File: src/rtl/ai_paddle_top.sv
// Computer-controlled top paddle: on each frame tick it erases itself, steps one pixel toward the ball
// (or toward centre), then redraws. Optional build macro AI_JITTER_EN adds LFSR aim jitter.
module ai_paddle_top #(
    parameter int          PADDLE_W     = 16,
    parameter int          PADDLE_Y     = 10,
    parameter int          XMIN         = 51,
    parameter int          XMAX         = 108,
    parameter logic [2:0]  PADDLE_COLOR = 3'b110
) (
    input  logic       clk,
    input  logic       resetn,
    input  logic       go,
    input  logic       difficulty,
    input  logic [7:0] ball_x,
    input  logic [6:0] ball_y,
    input  logic       ball_y_dir,
    output logic [7:0] x_paddle_top,
    output logic [7:0] x_out,
    output logic [6:0] y_out,
    output logic [2:0] color_out,
    output logic       writeEn,
    output logic       done
);

    localparam int CW     = $clog2(PADDLE_W);
    localparam int CENTER = (XMIN + XMAX + 1 - PADDLE_W) / 2;
    localparam int XLIM   = XMAX - PADDLE_W + 1;

    localparam logic [CW-1:0]     CNT_LAST = CW'(PADDLE_W - 1);
    localparam logic signed [9:0] XMIN_S   = 10'(XMIN);
    localparam logic signed [9:0] XLIM_S   = 10'(XLIM);
    localparam logic signed [9:0] CENTER_S = 10'(CENTER);
    localparam logic signed [9:0] HALF_W_S = 10'(PADDLE_W / 2);

    typedef enum logic [2:0] {S_IDLE, S_ERASE, S_MOVE, S_DRAW, S_DONE} state_t;

    state_t          state_reg, state_next;
    logic [CW-1:0]   cnt_reg;
    logic [7:0]      x_paddle_reg;
    logic [7:0]      x_step;
    logic            skip_reg;
    logic [6:0]      ball_y_reg;
    logic            unused_ball_y;

    logic signed [9:0] offset;
    logic signed [9:0] track;
    logic signed [9:0] target;
    logic signed [9:0] clamped;
    logic signed [9:0] paddle_s;
    logic              step_en;

`ifdef AI_JITTER_EN
    logic [7:0] lfsr_reg;

    always_ff @(posedge clk or negedge resetn) begin
        if (!resetn)
            lfsr_reg <= 8'hA5;
        else if (state_reg == S_MOVE)
            lfsr_reg <= {lfsr_reg[6:0], lfsr_reg[7] ^ lfsr_reg[5] ^ lfsr_reg[4] ^ lfsr_reg[3]};
    end

    assign offset = $signed({7'b0, lfsr_reg[2:0]}) - 10'sd4;
`else
    assign offset = '0;
`endif

    // Tracking aims the paddle so the ball lands near its middle; centre target is never jittered.
    always_comb begin
        track    = $signed({2'b00, ball_x}) + 10'sd2 - HALF_W_S + offset;
        target   = ball_y_dir ? CENTER_S : track;
        clamped  = (target < XMIN_S) ? XMIN_S : ((target > XLIM_S) ? XLIM_S : target);
        paddle_s = $signed({2'b00, x_paddle_reg});
        step_en  = difficulty | skip_reg;
        x_step   = x_paddle_reg;
        if (step_en) begin
            if (paddle_s < clamped)
                x_step = x_paddle_reg + 8'd1;
            else if (paddle_s > clamped)
                x_step = x_paddle_reg - 8'd1;
        end
    end

    always_ff @(posedge clk or negedge resetn) begin
        if (!resetn)
            state_reg <= S_IDLE;
        else
            state_reg <= state_next;
    end

    always_comb begin
        state_next = state_reg;
        case (state_reg)
            S_IDLE:  if (go) state_next = S_ERASE;
            S_ERASE: if (cnt_reg == CNT_LAST) state_next = S_MOVE;
            S_MOVE:  state_next = S_DRAW;
            S_DRAW:  if (cnt_reg == CNT_LAST) state_next = S_DONE;
            S_DONE:  state_next = S_IDLE;
            default: state_next = S_IDLE;
        endcase
    end

    always_ff @(posedge clk or negedge resetn) begin
        if (!resetn) begin
            cnt_reg      <= '0;
            x_paddle_reg <= 8'(CENTER);
            skip_reg     <= 1'b0;
            ball_y_reg   <= '0;
        end else begin
            if ((state_reg == S_ERASE) || (state_reg == S_DRAW))
                cnt_reg <= (cnt_reg == CNT_LAST) ? '0 : cnt_reg + CW'(1);
            else
                cnt_reg <= '0;

            if (state_reg == S_MOVE) begin
                x_paddle_reg <= x_step;
                skip_reg     <= ~skip_reg;
                ball_y_reg   <= ball_y;
            end
        end
    end

    // Ball row is kept for debug visibility only; tracking ignores it.
    assign unused_ball_y = ^ball_y_reg;

    always_comb begin
        x_out     = '0;
        y_out     = '0;
        color_out = '0;
        writeEn   = 1'b0;
        done      = 1'b0;
        case (state_reg)
            S_ERASE: begin
                x_out   = x_paddle_reg + 8'(cnt_reg);
                y_out   = 7'(PADDLE_Y);
                writeEn = 1'b1;
            end
            S_DRAW: begin
                x_out     = x_paddle_reg + 8'(cnt_reg);
                y_out     = 7'(PADDLE_Y);
                color_out = PADDLE_COLOR;
                writeEn   = 1'b1;
            end
            S_DONE:  done = 1'b1;
            default: ;
        endcase
    end

    assign x_paddle_top = x_paddle_reg;

endmodule
File: config.mk
export PLATFORM = sky130hd
export DESIGN_NAME = ai_paddle_top
export DESIGN_NICKNAME = d
export VERILOG_FILES = /design/src/rtl/ai_paddle_top.sv
export SDC_FILE = /design/constraint.sdc
export NUM_CORES = 1
export LEC_CHECK = 0
export BUFFER_PORTS_ARGS = -buffer_cell sky130_fd_sc_hd__buf_2
export CORE_UTILIZATION = 57
export CTS_BUF_LIST = sky130_fd_sc_hd__clkbuf_16
export CTS_CLUSTER_SIZE = 24
export DETAILED_ROUTE_END_ITERATION = 8
export HOLD_SLACK_MARGIN = 0.12
export PLACE_DENSITY = 0.86
export SLEW_MARGIN = 20
export SYNTH_ARGS = -nofsm -noshare
export SYNTH_HDL_FRONTEND = slang
export SYNTH_SLANG_ARGS = --single-unit
File: constraint.sdc
create_clock -name clk -period 8.2 [get_ports clk]
set_input_delay 0.41 -clock clk [delete_from_list [all_inputs] [get_ports clk]]
set_output_delay 0.41 -clock clk [all_outputs]
set_load 0.02 [all_outputs]
==> Yosys cells after proc, flatten, opt, wreduce, memory -nomap -nowiden <==
Cells that the tools add are included.
{ "word_totals": {"register_bits": 16, "wordCells": 46, "in_bits": 20, "out_inout_bits": 28} }
{ "classes": {"muxes": 16, "magnitude_cmp": 4, "bitwise_logic": 2, "n_eq_ne": 8, "n_addsub": 6, "reduce_logical": 6} }
{ "ops": {"columns": ["cell", "n"], "rows": [
  ["10-bit 2-to-1 mux", 3],
  ["8-bit 2-to-1 mux", 3],
  ["3-bit 2-to-1 mux", 4],
  ["4-bit 2-to-1 mux", 3],
  ["3-bit one-hot mux with 4 select lines", 1],
  ["10-bit by 8-bit > comparator with 1-bit output, second input constant", 1],
  ["9-bit by 10-bit > comparator with 1-bit output", 1],
  ["10-bit by 7-bit less-than comparator with 1-bit output, second input constant", 1],
  ["9-bit by 10-bit less-than comparator with 1-bit output", 1],
  ["9-bit by 4-bit subtractor with 10-bit output, second input constant", 1],
  ["8-bit by 2-bit adder with 9-bit output, second input constant", 1],
  ["8-bit by 1-bit adder with 8-bit output, second input constant", 1],
  ["8-bit by 4-bit adder with 8-bit output", 1],
  ["8-bit by 1-bit subtractor with 8-bit output, second input constant", 1],
  ["3-bit by 2-bit equality test with 1-bit output, second input constant", 2],
  ["2-bit != test, second input constant", 3],
  ["3-bit AND reduction", 2],
  ["4-bit by 1-bit adder with 4-bit output, second input constant", 1],
  ["4-bit equality test, second input constant", 1],
  ["3-bit by 1-bit equality test with 1-bit output, second input constant", 1],
  ["3-bit equality test, second input constant", 1],
  ["3-bit logical NOT", 1],
  ["1-bit 2-to-1 mux", 2],
  ["2-bit nonzero test", 1],
  ["4 further kinds", 4]
]} }

==> Depth between registers and ports, before layout <==
{ "logic_depth": {"depth_word": 9, "mapped_depth": 17, "ltp_nobuf": 17} }

==> Least setup slack after synthesis <==
OpenSTA, ideal clock, no wires.
{ "synth_path": {"path_kind": "in2reg", "start": "input port ball_x[5]", "end": "register x_paddle_reg[4], in the netlist x_paddle_top[4]", "path_stages": 15, "t_arrival_ns": 3.794, "required_time_ns": 8.071, "slack_ns": 4.277, "setup_time_ns": 0.129, "path_buffers": 0, "cell_sequence": "or3_1 -> a21oi_2 -> xnor2_1 -> a2bb2oi_2 -> o41a_2 -> ha_1 -> nand2b_1 -> a21oi_1 -> o21ai_0 -> xnor2_1 -> ha_1 -> or4_1 -> a211oi_1 -> o21ai_0 -> xnor2_1"} }
{ "synth_via": {"elab_chain_len": 9, "word_cells_on_any_way": 12, "cone_classes": "add/sub (2); order compare (4); mux (4); reduce/logical (2)"} }
{ "synth_lines": {"columns": ["item", "line", "text"], "rows": [
  ["start: declaration", "14", "input logic [7:0] ball_x,"],
  ["8-bit by 2-bit adder with 9-bit output *", "69", "track = $signed({2'b00, ball_x}) + 10'sd2 - HALF_W_S + offset;"],
  ["9-bit by 4-bit subtractor with 10-bit output *", "69", null],
  ["10-bit 2-to-1 mux *", "70", "target = ball_y_dir ? CENTER_S : track;"],
  ["10-bit by 8-bit > comparator with 1-bit output", "71", "clamped = (target < XMIN_S) ? XMIN_S : ((target > XLIM_S) ? XLIM_S : target);"],
  ["10-bit 2-to-1 mux", "71", null],
  ["10-bit 2-to-1 mux *", "71", null],
  ["9-bit by 10-bit less-than comparator with 1-bit output / 9-bit by 10-bit > comparator with 1-bit output (equally long branches)", "76, 78", null],
  ["2-bit nonzero test (no line)", null, null],
  ["3-bit AND reduction (no line)", null, null],
  ["end signal: assignment", "105", "x_paddle_reg <= 8'(CENTER);"],
  ["end signal: assignment", "115", "x_paddle_reg <= x_step;"],
  ["end: declaration", "39", "logic [7:0] x_paddle_reg;"]
]} }
Mark *: on every way between the ends. The rest lies on a longest branch, timed or not.
A chain may end at the register's enable or synchronous reset.

==> Worst setup path after layout <==
{ "layout_path": {"start": "input port ball_x[1]", "end": "register x_paddle_reg[4], in the netlist x_paddle_top[4]"} }
The elaborated chain is that of the path after synthesis.

==> qor.log <==
qor: timing.max_slew_margin 60.6%
qor: timing.max_freq 233 MHz
qor: grt.number_of_antenna_violations_at_the_first_check_in_global_routing 0
qor: critical_path.path_class in2reg
qor: critical_path.crit_required 8.32 ns
qor: drt.postRouteAntennaNets 0
qor: power_and_ir_drop.peakVddDrop 0.189 mV
qor: run.max-cap-violations 0
qor: clocking.clock_insertion_delay_worst_skew 0.25 ns
qor: worst_hold_path.hp-class reg2reg
qor: synthesis.postSynth.topFlopCell sky130_fd_sc_hd__dfrtp_1
qor: floorplanning.pin_count 48
qor: floorplanning.die_h 57.3 µm
qor: critical_path.crit_chain buf_2 -> ha_1 -> xnor2_1 -> nor3_1 -> o31a_1 -> a22oi_2 -> nor4b_1 -> ha_1 -> nand4_1 -> a21oi_1 -> o21ai_0 -> xnor2_1 -> ha_1 -> or4_1 -> a211oi_1 -> o21ai_0 -> xnor2_1
qor: drt.detailedRoute.firstPassIterationCount 6
qor: cells_and_area.antenna_cells 0
qor: critical_path.reg2reg_slack 4.91 ns
qor: drt.dr.first_iter.drc_count 93
qor: clocking.bufs_on_longest_clock_path 2
qor: clocking.tritoncts built
qor: grt.grt_pass1_wl 6600 µm
qor: clocking.post_cts_resize_count 0
qor: critical_path.timing.critical_path.fanout_max 8
qor: grt.grt_pass1_vias 1,467
qor: cells_and_area.drive_above_1_share 20.3%
qor: grt.use_met1 35.2%
qor: synthesis.synth.cell_area 1740 µm²
qor: clocking.cts_max_level 1
qor: cells_and_area.nFillCells 233
qor: power_and_ir_drop.static-leakage-power 0.924 nW
qor: cells_and_area.area.growth.synth_to_final 13.0%
qor: drt.totalWireLength 3910 µm
qor: grt.top_usage_layer_grt met2
qor: drt.remaining_drc_errors 2
qor: synthesis.ys.warnings.count 0
qor: timing.slew_violations 0
qor: synthesis.synth.distinct_cells 50
qor: floorplanning.rows 19
qor: drt.routed_wire_length_per_instance 14.6 µm
qor: place.dpl_cell_area 1880 µm²
qor: synthesis.post_synthesis_sequential_area_ratio 23.1%
qor: grt.groute.layer.met2.usage 41.2%
qor: timing.grt_setup_unrepaired no
qor: timing.worst_slew_pin_slew 0.591 ns
qor: clocking.cts_inserted_buffers 3
qor: clocking.tritoncts_num_sinks 16
qor: critical_path.critPathCaptureType flip-flop
qor: drt.vias 1,636
qor: cells_and_area.layout.cell_area.non_filler 1970 µm²
qor: critical_path.cpMaxStageDelayCell sky130_fd_sc_hd__a21oi_1
qor: grt.overall_track_demand_over_capacity_in_global_routing 25.7%
qor: clocking.cts.repair_timing.setup_buffer_count 0
qor: place.place_congestion 0.828
qor: status.violations DRC
qor: critical_path.number_of_cell_instances_on_the_worst_register_to_register_path 10
qor: status.outcome finished, violations left
qor: timing.timing.final.hold_violations 0
qor: worst_hold_path.hold-path-cell-count 1
qor: cells_and_area.number_of_nets_in_the_layout 274
qor: drt.routed_via_density 6.10
qor: timing.hold-worst-slack 0.466 ns
qor: power_and_ir_drop.p_total 0.566 mW
qor: clocking.cts.reportedPaths.clkPinSlew 0.05 ns
qor: critical_path.start_kind input port
qor: grt.grt_util_met3 5.22%
qor: clocking.clockRootBuffer sky130_fd_sc_hd__clkbuf_16
qor: synthesis.synthTopCellsByArea sky130_fd_sc_hd__dfrtp_1, sky130_fd_sc_hd__ha_1, sky130_fd_sc_hd__xnor2_1
qor: synthesis.netlist_instances 208
qor: timing.final.setup.tns 0 ns
qor: floorplanning.core 2830 µm²
qor: synthesis.synthArstFlopShare 100%
qor: grt.grt_max_degree 17
qor: cells_and_area.layout.cells.most_common sky130_fd_sc_hd__buf_2
qor: floorplanning.die_w 57.3 µm
qor: synthesis.number_of_flops_mapped_to_enable_cells_by_yosys 0
qor: critical_path.arrival 4.41 ns
qor: cells_and_area.layout.cells.most_common_list sky130_fd_sc_hd__buf_2, sky130_fd_sc_hd__xnor2_1, sky130_fd_sc_hd__nor2_1, sky130_fd_sc_hd__ha_1, sky130_fd_sc_hd__dfrtp_1
qor: power_and_ir_drop.cellPowerDensity 288 nW/µm²
qor: floorplanning.initial_core_util 61.6%
qor: cells_and_area.number_of_flip_flops_in_the_largest_register 8
qor: place.dp_hpwl 2820 µm
qor: synthesis.post-synth-top-area-fraction 20.1%
qor: clocking.cts_hold_repair.buffers 1
qor: synthesis.post_synth.cell_area_avg 8.37 µm²
qor: synthesis.ys_ff_latch 16
qor: cells_and_area.finish.utilization 69.6%
qor: timing.setup-violations-final 0
qor: critical_path.worst_path_largest_cell_delay 0.51 ns
qor: grt.overflow 0
qor: timing.final.min_clock_period 4.29 ns
qor: synthesis.top_cell_type_by_total_area_after_synthesis sky130_fd_sc_hd__dfrtp_1
qor: floorplanning.die_area 3280 µm²
qor: place.buffer_ports.inserted 34
qor: timing.finClkSkew 0.00228 ns
qor: timing.post-route-period-util 52.3%
-- power breakdown --
group	internal, mW	total (mW)	switching [mW]	leakage, nW
logic	0.132	0.321	0.189	0.690
clock network	0.0648	0.0962	0.0314	0.0385
registers	0.104	0.149	0.0448	0.195
total	0.301	0.566	0.265	0.924
-- critical path: cells and delay by family --
kind / cells / cell delay, ns
fa+ha+maj: 3 / 0.75
buf+inv: 1 / 0.15
compound gates: 6 / 1.56
simple gates: 4 / 0.92
xor+xnor: 3 / 0.63
-- worst paths after layout --
check | startpoint | end
max reg2reg | x_paddle_top[5] | x_paddle_top[4]
min | skip_reg | skip_reg
max | ball_x[1] | x_paddle_top[4]
max in group asynchronous | resetn | x_paddle_top[3]
min reg2reg | skip_reg | skip_reg
min in group asynchronous | resetn | cnt_reg[1]
-- through the flow --
| step | worst slack [ns] | std cells |
|---|---|---|
| 2_1_floorplan | 4.28 | 213 |
| 3_3_place_gp | 3.69 | 263 |
| 3_5_place_dp | 3.72 | 263 |
| 4_1_cts | 3.92 | 268 |
| 5_1_grt | 3.57 | 268 |
| 6_report | 3.91 | 268 |
-- synthesized netlist by cell type, drive strengths merged (2+ instances only) --
library cell and count:
xnor2 15, and3 4, o21a 2, or3 5
and2 7, nor3 12, nor2 15, a21oi 10
nor2b 3, dfrtp 14, or4 3, conb 2
a211oi 6, inv 7, clkbuf 4, xor2 4
ha 15, a2111oi 2, o31a 2, nand3 6
a21o 4, nand2 12, nand2b 2, o31ai 8
dfstp 2, nand4 3, o21ai 10, nor3b 3
buf 11
-- final cells by class --
cell class	count	area (µm²)	area share, %
clock inverters	1	3.75	0.191
inverters	7	26.3	1.34
multi-input cells	175	1240	63.1
repair buffers	35	180	9.15
flip-flops and latches	16	403	20.5
clock buffers	3	75.1	3.81
well taps	31	38.8	1.97
-- cell families (layout without fill, tap and decap cells) --
kind of cell	after synthesis	count (layout)	share of synthesized area [%]
other	2	7	0.431
xor gates and xnor gates	19	19	9.55
buffers and inverters	22	46	6.68
DFF	16	16	23.1
AOI/OAI and AO/OA	52	52	22.7
and+or+nand+nor	79	79	24.4
muxes	2	2	1.22
adders and majority gates	16	16	11.9
-- metal layers --
layer / share of wire, % / routed length [µm]
met1: 46 / 1790
met3: 5.5 / 215
met5: 0 / 0
met2: 48 / 1880
met4: 0.74 / 29
Power figures use the tool's default switching activity.
